**src/rtl/sys_bus_router.sv**
```systemverilog
// -----------------------------------------------------------------------------
// sys_bus_router
// Single-master, N-slave peripheral router between the core LSU memory port and
// memory-mapped slaves. addr[31:24] selects a slave through a base table; the
// selected slave gets a one-cycle request strobe and the router waits for its
// ready. The response to the LSU is registered. Unmapped addresses and slaves
// that never answer produce an error response (ERR_DATA, err_o pulse). The
// faulting address and a saturating error count are recorded.
//
// Ports
//   clk_i, rst_i           clock, asynchronous active-high reset
//   mem_req_i/we/be/addr/wd  LSU request, held stable until mem_ready_o
//   mem_rd_o, mem_ready_o  registered read data, one-cycle response strobe
//   slv_req_o              one-hot request strobe (one cycle, IDLE only)
//   slv_we/be/addr/wd_o    request fields passed through (addr top byte zeroed)
//   slv_rd_i, slv_ready_i  per-slave read data (32 bits each) and ready
//   err_o                  one-cycle pulse with an error response
//   err_addr_o, err_cnt_o  last faulting address, saturating error count
// -----------------------------------------------------------------------------
module sys_bus_router #(
  parameter int unsigned             N_SLAVES   = 3,
  parameter logic [N_SLAVES*8-1:0]   SLAVE_BASE = {8'h07, 8'h03, 8'h00},
  parameter int unsigned             TIMEOUT    = 64,
  parameter logic [31:0]             ERR_DATA   = 32'hDEAD_BEEF
) (
  input  logic                     clk_i,
  input  logic                     rst_i,
  input  logic                     mem_req_i,
  input  logic                     mem_we_i,
  input  logic [3:0]               mem_be_i,
  input  logic [31:0]              mem_addr_i,
  input  logic [31:0]              mem_wd_i,
  output logic [31:0]              mem_rd_o,
  output logic                     mem_ready_o,
  output logic [N_SLAVES-1:0]      slv_req_o,
  output logic                     slv_we_o,
  output logic [3:0]               slv_be_o,
  output logic [31:0]              slv_addr_o,
  output logic [31:0]              slv_wd_o,
  input  logic [N_SLAVES*32-1:0]   slv_rd_i,
  input  logic [N_SLAVES-1:0]      slv_ready_i,
  output logic                     err_o,
  output logic [31:0]              err_addr_o,
  output logic [15:0]              err_cnt_o
);

  localparam int TCNT_W = $clog2(TIMEOUT);
  localparam int SEL_W  = (N_SLAVES > 1) ? $clog2(N_SLAVES) : 1;

  typedef enum logic [1:0] {
    ST_IDLE,
    ST_WAIT,
    ST_RESP
  } state_t;

  state_t             state_q, state_d;
  logic [SEL_W-1:0]   sel_q, sel_d;
  logic [TCNT_W-1:0]  tcnt_q, tcnt_d;
  logic [31:0]        rd_q, rd_d;
  logic               err_q, err_d;
  logic [31:0]        err_addr_q, err_addr_d;
  logic [15:0]        err_cnt_q, err_cnt_d;

  // Per-slave views of the flat read-data bus and the decode hits.
  logic [31:0]         rd_arr [N_SLAVES];
  logic [N_SLAVES-1:0] hit;
  logic                hit_any;
  logic [SEL_W-1:0]    hit_idx;

  for (genvar gi = 0; gi < N_SLAVES; gi++) begin : g_slave
    assign rd_arr[gi] = slv_rd_i[32*gi +: 32];
    assign hit[gi]    = (mem_addr_i[31:24] == SLAVE_BASE[8*gi +: 8]);
  end

  // Scan from the top down so the lowest matching slot is the one left.
  always_comb begin
    hit_any = 1'b0;
    hit_idx = '0;
    for (int k = N_SLAVES - 1; k >= 0; k--) begin
      if (hit[k]) begin
        hit_any = 1'b1;
        hit_idx = SEL_W'(k);
      end
    end
  end

  // Combinational pass-through of the request fields.
  assign slv_we_o   = mem_we_i;
  assign slv_be_o   = mem_be_i;
  assign slv_addr_o = {8'h00, mem_addr_i[23:0]};
  assign slv_wd_o   = mem_wd_i;

  assign mem_ready_o = (state_q == ST_RESP);
  assign mem_rd_o    = rd_q;
  assign err_o       = (state_q == ST_RESP) && err_q;
  assign err_addr_o  = err_addr_q;
  assign err_cnt_o   = err_cnt_q;

  always_comb begin
    state_d    = state_q;
    sel_d      = sel_q;
    tcnt_d     = tcnt_q;
    rd_d       = rd_q;
    err_d      = err_q;
    err_addr_d = err_addr_q;
    err_cnt_d  = err_cnt_q;
    slv_req_o  = '0;

    case (state_q)
      ST_IDLE: begin
        if (mem_req_i) begin
          if (hit_any) begin
            // Strobe is gated by reset so nothing leaks out while rst_i is high.
            slv_req_o = rst_i ? '0 : (N_SLAVES'(1) << hit_idx);
            sel_d     = hit_idx;
            if (slv_ready_i[hit_idx]) begin
              rd_d    = rd_arr[hit_idx];
              state_d = ST_RESP;
            end else begin
              tcnt_d  = '0;
              state_d = ST_WAIT;
            end
          end else begin
            rd_d       = ERR_DATA;
            err_d      = 1'b1;
            err_addr_d = mem_addr_i;
            if (err_cnt_q != 16'hFFFF) err_cnt_d = err_cnt_q + 16'd1;
            state_d    = ST_RESP;
          end
        end
      end

      ST_WAIT: begin
        // Ready wins over an expiring timeout in the same cycle.
        if (slv_ready_i[sel_q]) begin
          rd_d    = rd_arr[sel_q];
          state_d = ST_RESP;
        end else if (tcnt_q == TCNT_W'(TIMEOUT - 1)) begin
          rd_d       = ERR_DATA;
          err_d      = 1'b1;
          err_addr_d = mem_addr_i;
          if (err_cnt_q != 16'hFFFF) err_cnt_d = err_cnt_q + 16'd1;
          state_d    = ST_RESP;
        end else begin
          tcnt_d = tcnt_q + 1'b1;
        end
      end

      ST_RESP: begin
        err_d   = 1'b0;
        state_d = ST_IDLE;
      end

      default: begin
        err_d   = 1'b0;
        state_d = ST_IDLE;
      end
    endcase
  end

  always_ff @(posedge clk_i or posedge rst_i) begin
    if (rst_i) begin
      state_q    <= ST_IDLE;
      sel_q      <= '0;
      tcnt_q     <= '0;
      rd_q       <= '0;
      err_q      <= 1'b0;
      err_addr_q <= '0;
      err_cnt_q  <= '0;
    end else begin
      state_q    <= state_d;
      sel_q      <= sel_d;
      tcnt_q     <= tcnt_d;
      rd_q       <= rd_d;
      err_q      <= err_d;
      err_addr_q <= err_addr_d;
      err_cnt_q  <= err_cnt_d;
    end
  end

endmodule

```
**config.mk**
```make
export PLATFORM = sky130hd
export DESIGN_NAME = sys_bus_router
export DESIGN_NICKNAME = d
export VERILOG_FILES = /design/src/rtl/sys_bus_router.sv
export SDC_FILE = /design/constraint.sdc
export NUM_CORES = 1
export LEC_CHECK = 0
export BUFFER_PORTS_ARGS = -buffer_cell sky130_fd_sc_hd__buf_2
export CORE_AREA = 2 2 126 128
export CTS_CLUSTER_SIZE = 30
export DETAILED_ROUTE_END_ITERATION = 16
export DIE_AREA = 0 0 128 130
export PLACE_DENSITY_LB_ADDON = 0.15
export SLEW_MARGIN = 20
export SYNTH_ARGS = -nofsm -noshare
export SYNTH_HDL_FRONTEND = slang
export SYNTH_SLANG_ARGS = --single-unit
```
**constraint.sdc**
```tcl
create_clock -name clk_i -period 4.12 [get_ports clk_i]
set_input_delay 0.824 -clock clk_i [delete_from_list [all_inputs] [get_ports clk_i]]
set_output_delay 0.824 -clock clk_i [all_outputs]
set_load 0.02 [all_outputs]
```
# Word level (Yosys, flattened, before mapping)
# Cells that the tools add are included.
word_totals:
  register_bits: 91
  in_bits: 171
  ram_bits: 0
  elab_cells: 95
  output_inout_bits: 154
  latch_bits: 0
  memories: 0
  mem_bits_ro: 0
op_classes:
  n_shift: 1
  magnitude_cmp: 4
  mux: 54
  n_div: 0
  add_sub_neg: 2
  multipliers: 0
  bitwise_logic: 2
  eq_ne: 15
  reduce_logical: 10
ops:
  columns: ["cell", "count"]
  rows:
  - ["two-way mux 32 bit", 13]
  - ["binary-select mux 32 bit (select 2 bit)", 2]
  - ["case mux 32 bit (2 select lines)", 2]
  - ["two-way mux 16 bit", 5]
  - ["case mux 16 bit (2 select lines)", 1]
  - ["two-way mux 6 bit", 5]
  - ["adder 16 x 1 -> 16 bit, second input constant", 1]
  - ["two-way mux 2 bit", 8]
  - ["!= test 16 bit, second input constant", 1]
  - ["!= test 2 bit, second input constant", 7]
  - ["two-way mux 3 bit", 4]
  - ["case mux 6 bit (2 select lines)", 1]
  - ["two-way mux 1 bit", 9]
  - ["== test 8 x 2 -> 1 bit, second input constant", 1]
  - ["== test 8 x 3 -> 1 bit, second input constant", 1]
  - ["zero test 8 bit", 1]
  - ["AND reduction 4 bit", 2]
  - ["adder 6 x 1 -> 6 bit, second input constant", 1]
  - ["== test 6 bit, second input constant", 1]
  - [">= comparator 3 bit, second input constant", 2]
  - ["< comparator 2 x 3 -> 1 bit, second input constant", 2]
  - ["!= test 3 bit, second input constant", 2]
  - ["inverter 2 -> 3 bit", 2]
  - ["AND reduction 6 bit", 1]
  - ["other kinds (12)", 13]

# Logic depth before layout (Yosys ltp)
depth:
  ltp_word: 12
  depth_mapped: 8
  ltp_nobuf: 6

# Least setup slack after synthesis
# Ideal clock, no wire load.
synth_timing:
  path_kind: "in2out"
  startpoint: "input port mem_addr_i[27]"
  endpoint: "output port slv_req_o[1]"
  stages: 4
  arrival_ps: 2115
  required_time_ps: 3296
  path_buffers: 0
  slack_ps: 1181
  cell_sequence: "nor3_1 nand2_1 or3_1 nor3_1"
synth_between:
  elab_chain_len: 9
  elab_cells_between_ends: 14
synth_rtl:
  columns: ["element", "line", "rtl"]
  rows:
  - ["start, declared", "31", "input logic [31:0] mem_addr_i,"]
  - ["== test 8 x 3 -> 1 bit", "72", "assign hit[gi] = (mem_addr_i[31:24] == SLAVE_BASE[8*gi +: 8]);"]
  - ["two-way mux 2 bit (3 in series)", "80", "if (hit[k]) begin"]
  - ["<< shifter 1 x 2 -> 3 bit", "114", "slv_req_o = rst_i ? '0 : (N_SLAVES'(1) << hit_idx);"]
  - ["two-way mux 3 bit", "114", null]
  - ["two-way mux 3 bit *", "112", "if (hit_any) begin"]
  - ["two-way mux 3 bit *", "111", "if (mem_req_i) begin"]
  - ["two-way mux 3 bit *", "109", "case (state_q)"]
  - ["end, declared", "35", "output logic [N_SLAVES-1:0] slv_req_o,"]
# Mark *: on every way between the ends. The rest lies on a longest branch, timed or not.

# Worst setup path in the final report
# Ends and elaborated chain as after synthesis.

==> results.sh <==
export IMPL_die_w_um=128
export IMPL_cts_buffers=9
export IMPL_ir_drop_mv=0.308
export IMPL_end_kind="output pin"
export IMPL_cts_resized=0
export IMPL_grtUsageTotal_pct=19.5
export IMPL_report_final_slew_viol_count=0
export IMPL_num_io_pins=325
export IMPL_synth_mux_area_share_pct=25.5
export IMPL_required_ns=3.30
export IMPL_routedWlPerCell_um=17.8
export IMPL_antenna_diode_count=0
export IMPL_status="finished clean"
export IMPL_rr_startpoint="sel_q[1]"
export IMPL_root_buffer="clkbuf_16"
export IMPL_finalHoldViolCount=0
export IMPL_dpl_hpwl_um=12700
export IMPL_slew_headroom_pct=36.5
export IMPL_fmax_mhz=308
export IMPL_hold_ws_ns=0.481
export IMPL_crit_slowest_cell="or3_1"
export IMPL_stdcell_area_um2=7240
export IMPL_setup_viol=0
export IMPL_ant_nets=0
export IMPL_critPathTopFamily="simple AND/OR/NAND/NOR gates"
export IMPL_maxCapViolations=0
export IMPL_fin_nets=930
export IMPL_grt_max_degree=73
export IMPL_cp_max_fo=7
export IMPL_powerDensity_nw_per_um2=346
export IMPL_yosys_warnings=0
export IMPL_crit_buf_inv=2
export IMPL_cts_hold_buf=0
export IMPL_synth_distinct_cells=49
export IMPL_synthSimpleGateAreaFrac_pct=10.4
export IMPL_cellLeakagePower_nw=3.24
export IMPL_crit_path_cell_trace="buf_2 -> nor3_1 -> nand2_1 -> or3_1 -> nor3_1 -> buf_2"
export IMPL_cts_tree="done"
export IMPL_grt_pass1_wl_um=25500
export IMPL_ys_async_sr_fraction_pct=100
export IMPL_htree_num_levels=3
export IMPL_synth_seq_cells=91
export IMPL_die_height_um=130
export IMPL_hold_end="mem_rd_o[25]"
export IMPL_vias=5026
export IMPL_port_buffers=242
export IMPL_core_um2=15400
export IMPL_synth_adder_area_share_pct=0.411
export IMPL_finalCritPeriodShare_pct=78.8
export IMPL_place_congestion=0.800
export IMPL_area_growth_pct=18.9
export IMPL_clock_skew_ns=0.00602
export IMPL_syn_area_um2=6090
export IMPL_cp_data_arrival_time_ns=2.42
export IMPL_cts_buffer_depth=2
export IMPL_gr_total_overflow=0
export IMPL_tightest_slew_ns=0.952
export IMPL_synth_edff_count=0
export IMPL_critical_path_class="input port to output pin"
export IMPL_yosysSeqAreaShare_pct=37.4
export IMPL_post_cts_buffers=0
export IMPL_drive_gt1_share_pct=40.8
export IMPL_wl_um=17000
export IMPL_hold_path_class="register to register"
export IMPL_synth_ff_type="dfrtp_1"
export IMPL_synth_compound_area_share_pct=11.9
export IMPL_hold_depth=1
export IMPL_dieArea_um2=16600
export IMPL_drt_iter0_drc=224
export IMPL_cpPeakStageDelay_ns=0.47
export IMPL_post_route_min_period_ns=3.25
export IMPL_synth_top_family_by_area="multiplexers"
export IMPL_path_clk_slew_ns=0.06
export IMPL_yosys_area_share_xor_xnor_pct=2.30
export IMPL_start_kind="input port"
export IMPL_place_area_um2=6930
export IMPL_rrSetupSlack_ns=1.20
export IMPL_syn_inst=594
export IMPL_reg2reg_to="err_addr_o[25]"
export IMPL_cts_sinks=91
export IMPL_drcViolationCount=0
export IMPL_rsz0062_at_grt="false"
export IMPL_antenna_found_initial=0
export IMPL_insertion_delay_ns=0.34
export IMPL_r2r_cells=5
export IMPL_syn_avg_cell_area_um2=10.3
export IMPL_drt_pass1_iterations=5
export IMPL_min_from="mem_rd_o[25]"
export IMPL_start_util_pct=39.5
export IMPL_fp_row_count=46
export IMPL_finalSetupTns_ns=0
export IMPL_grt_pass1_vias=5007
export IMPL_viasPerCell=5.27
[worst register-to-register path, cell delays in order, from the launching register on]
cell and delay [ns]:
dfrtp_2 0.69, mux2i_1 0.39, o211ai_2 0.18, o21ai_1 0.74
o21ai_1 0.39, mux2_1 0.41
[cell usage after synthesis, drive strengths merged (4+ instances only)]
cell type,n,share of area [%]
xnor2,13,1.9
inv,5,0.31
dfrtp,91,37
nor2,56,4.0
mux2i,42,6.9
nor4,4,0.41
clkbuf,18,1.1
a21oi,43,3.5
nor3,8,0.82
nand4,6,0.62
mux2,91,19
o21ai,6,0.68
nand2,13,0.80
a22oi,24,3.0
o22ai,32,3.3
buf,88,11
and3,6,0.62
nand3,14,1.2
[sequential cells by signal (all words and copies together), names as in the netlist]
register,cells
err_addr_o,32
err_cnt_o,16
err_q,1
mem_rd_o,32
sel_q,2
state_q,2
tcnt_q,6
[per-stage QoR]
step           setup slack [ns]  util, %  cells  total power, mW
6_report                  0.875     46.9    954             2.51
5_1_grt                   0.712     46.9    954             2.63
4_1_cts                   0.805     46.9    954             2.53
3_5_place_dp              0.805     44.9    938             1.65
3_3_place_gp              0.871     44.9    938             1.64
2_1_floorplan             0.932        -    601             1.49
[worst max path at each step]
stage | startpoint | endpoint | slack, ns | cells after the start
after floorplan | rst_i | err_addr_o[0] | 0.93 | 1
after global placement | mem_addr_i[26] | mem_rd_o[25] | 0.87 | 7
after detailed placement | mem_addr_i[26] | mem_rd_o[31] | 0.80 | 7
after CTS | mem_addr_i[27] | slv_req_o[1] | 0.81 | 6
after global routing | mem_addr_i[27] | slv_req_o[1] | 0.71 | 6
final | mem_addr_i[27] | slv_req_o[1] | 0.87 | 6
[cell type report]
type | instances | area (um2)
clock inverter | 5 | 77.6
clock buffer | 11 | 233
inverter | 5 | 21.3
fill | 1457 | 8180
timing repair buffer | 251 | 1280
sequential | 91 | 2280
tap | 192 | 240
multi-input combinational | 399 | 3110
[logic make-up (layout without fill, tap and decap cells)]
family                     after synthesis  in the layout
muxes                                  133            133
AOI/OAI and AO/OA                      115            115
and+or+nand+nor                        125            125
DFF                                     91             91
xor gates and xnor gates                16             16
buffers and inverters                  111            272
adders and majority gates                2              2
other                                    1              8
[cell usage in the layout (no fill, tap or decap), types with 14 or more instances in the layout]
| cell type | count |
|---|---|
| dfrtp_1 | 90 |
| nor2_1 | 52 |
| buf_2 | 242 |
| a22oi_1 | 24 |
| o22ai_1 | 32 |
| mux2_4 | 29 |
| nand3_1 | 14 |
| mux2_1 | 56 |
| a21oi_1 | 43 |
| mux2i_1 | 42 |
[power breakdown]
part / total, mW / switching, mW / internal, mW
registers: 1.05 / 0.0680 / 0.981
clock network: 0.874 / 0.344 / 0.530
logic: 0.584 / 0.345 / 0.239
total: 2.51 / 0.757 / 1.75
[metal layers]
layer  track usage, %  wire length (um)  vias to the layer above  part of all wire [%]
met5                0                 0                        -                     0
met4             7.76               327                        0                   1.9
met3             4.35              1030                       28                   6.0
met2             33.8              8570                      182                    50
met1             23.7              7060                     2421                    42
li1                 -                 -                     2395                     -
No activity file was read; power rests on OpenSTA's default activity.
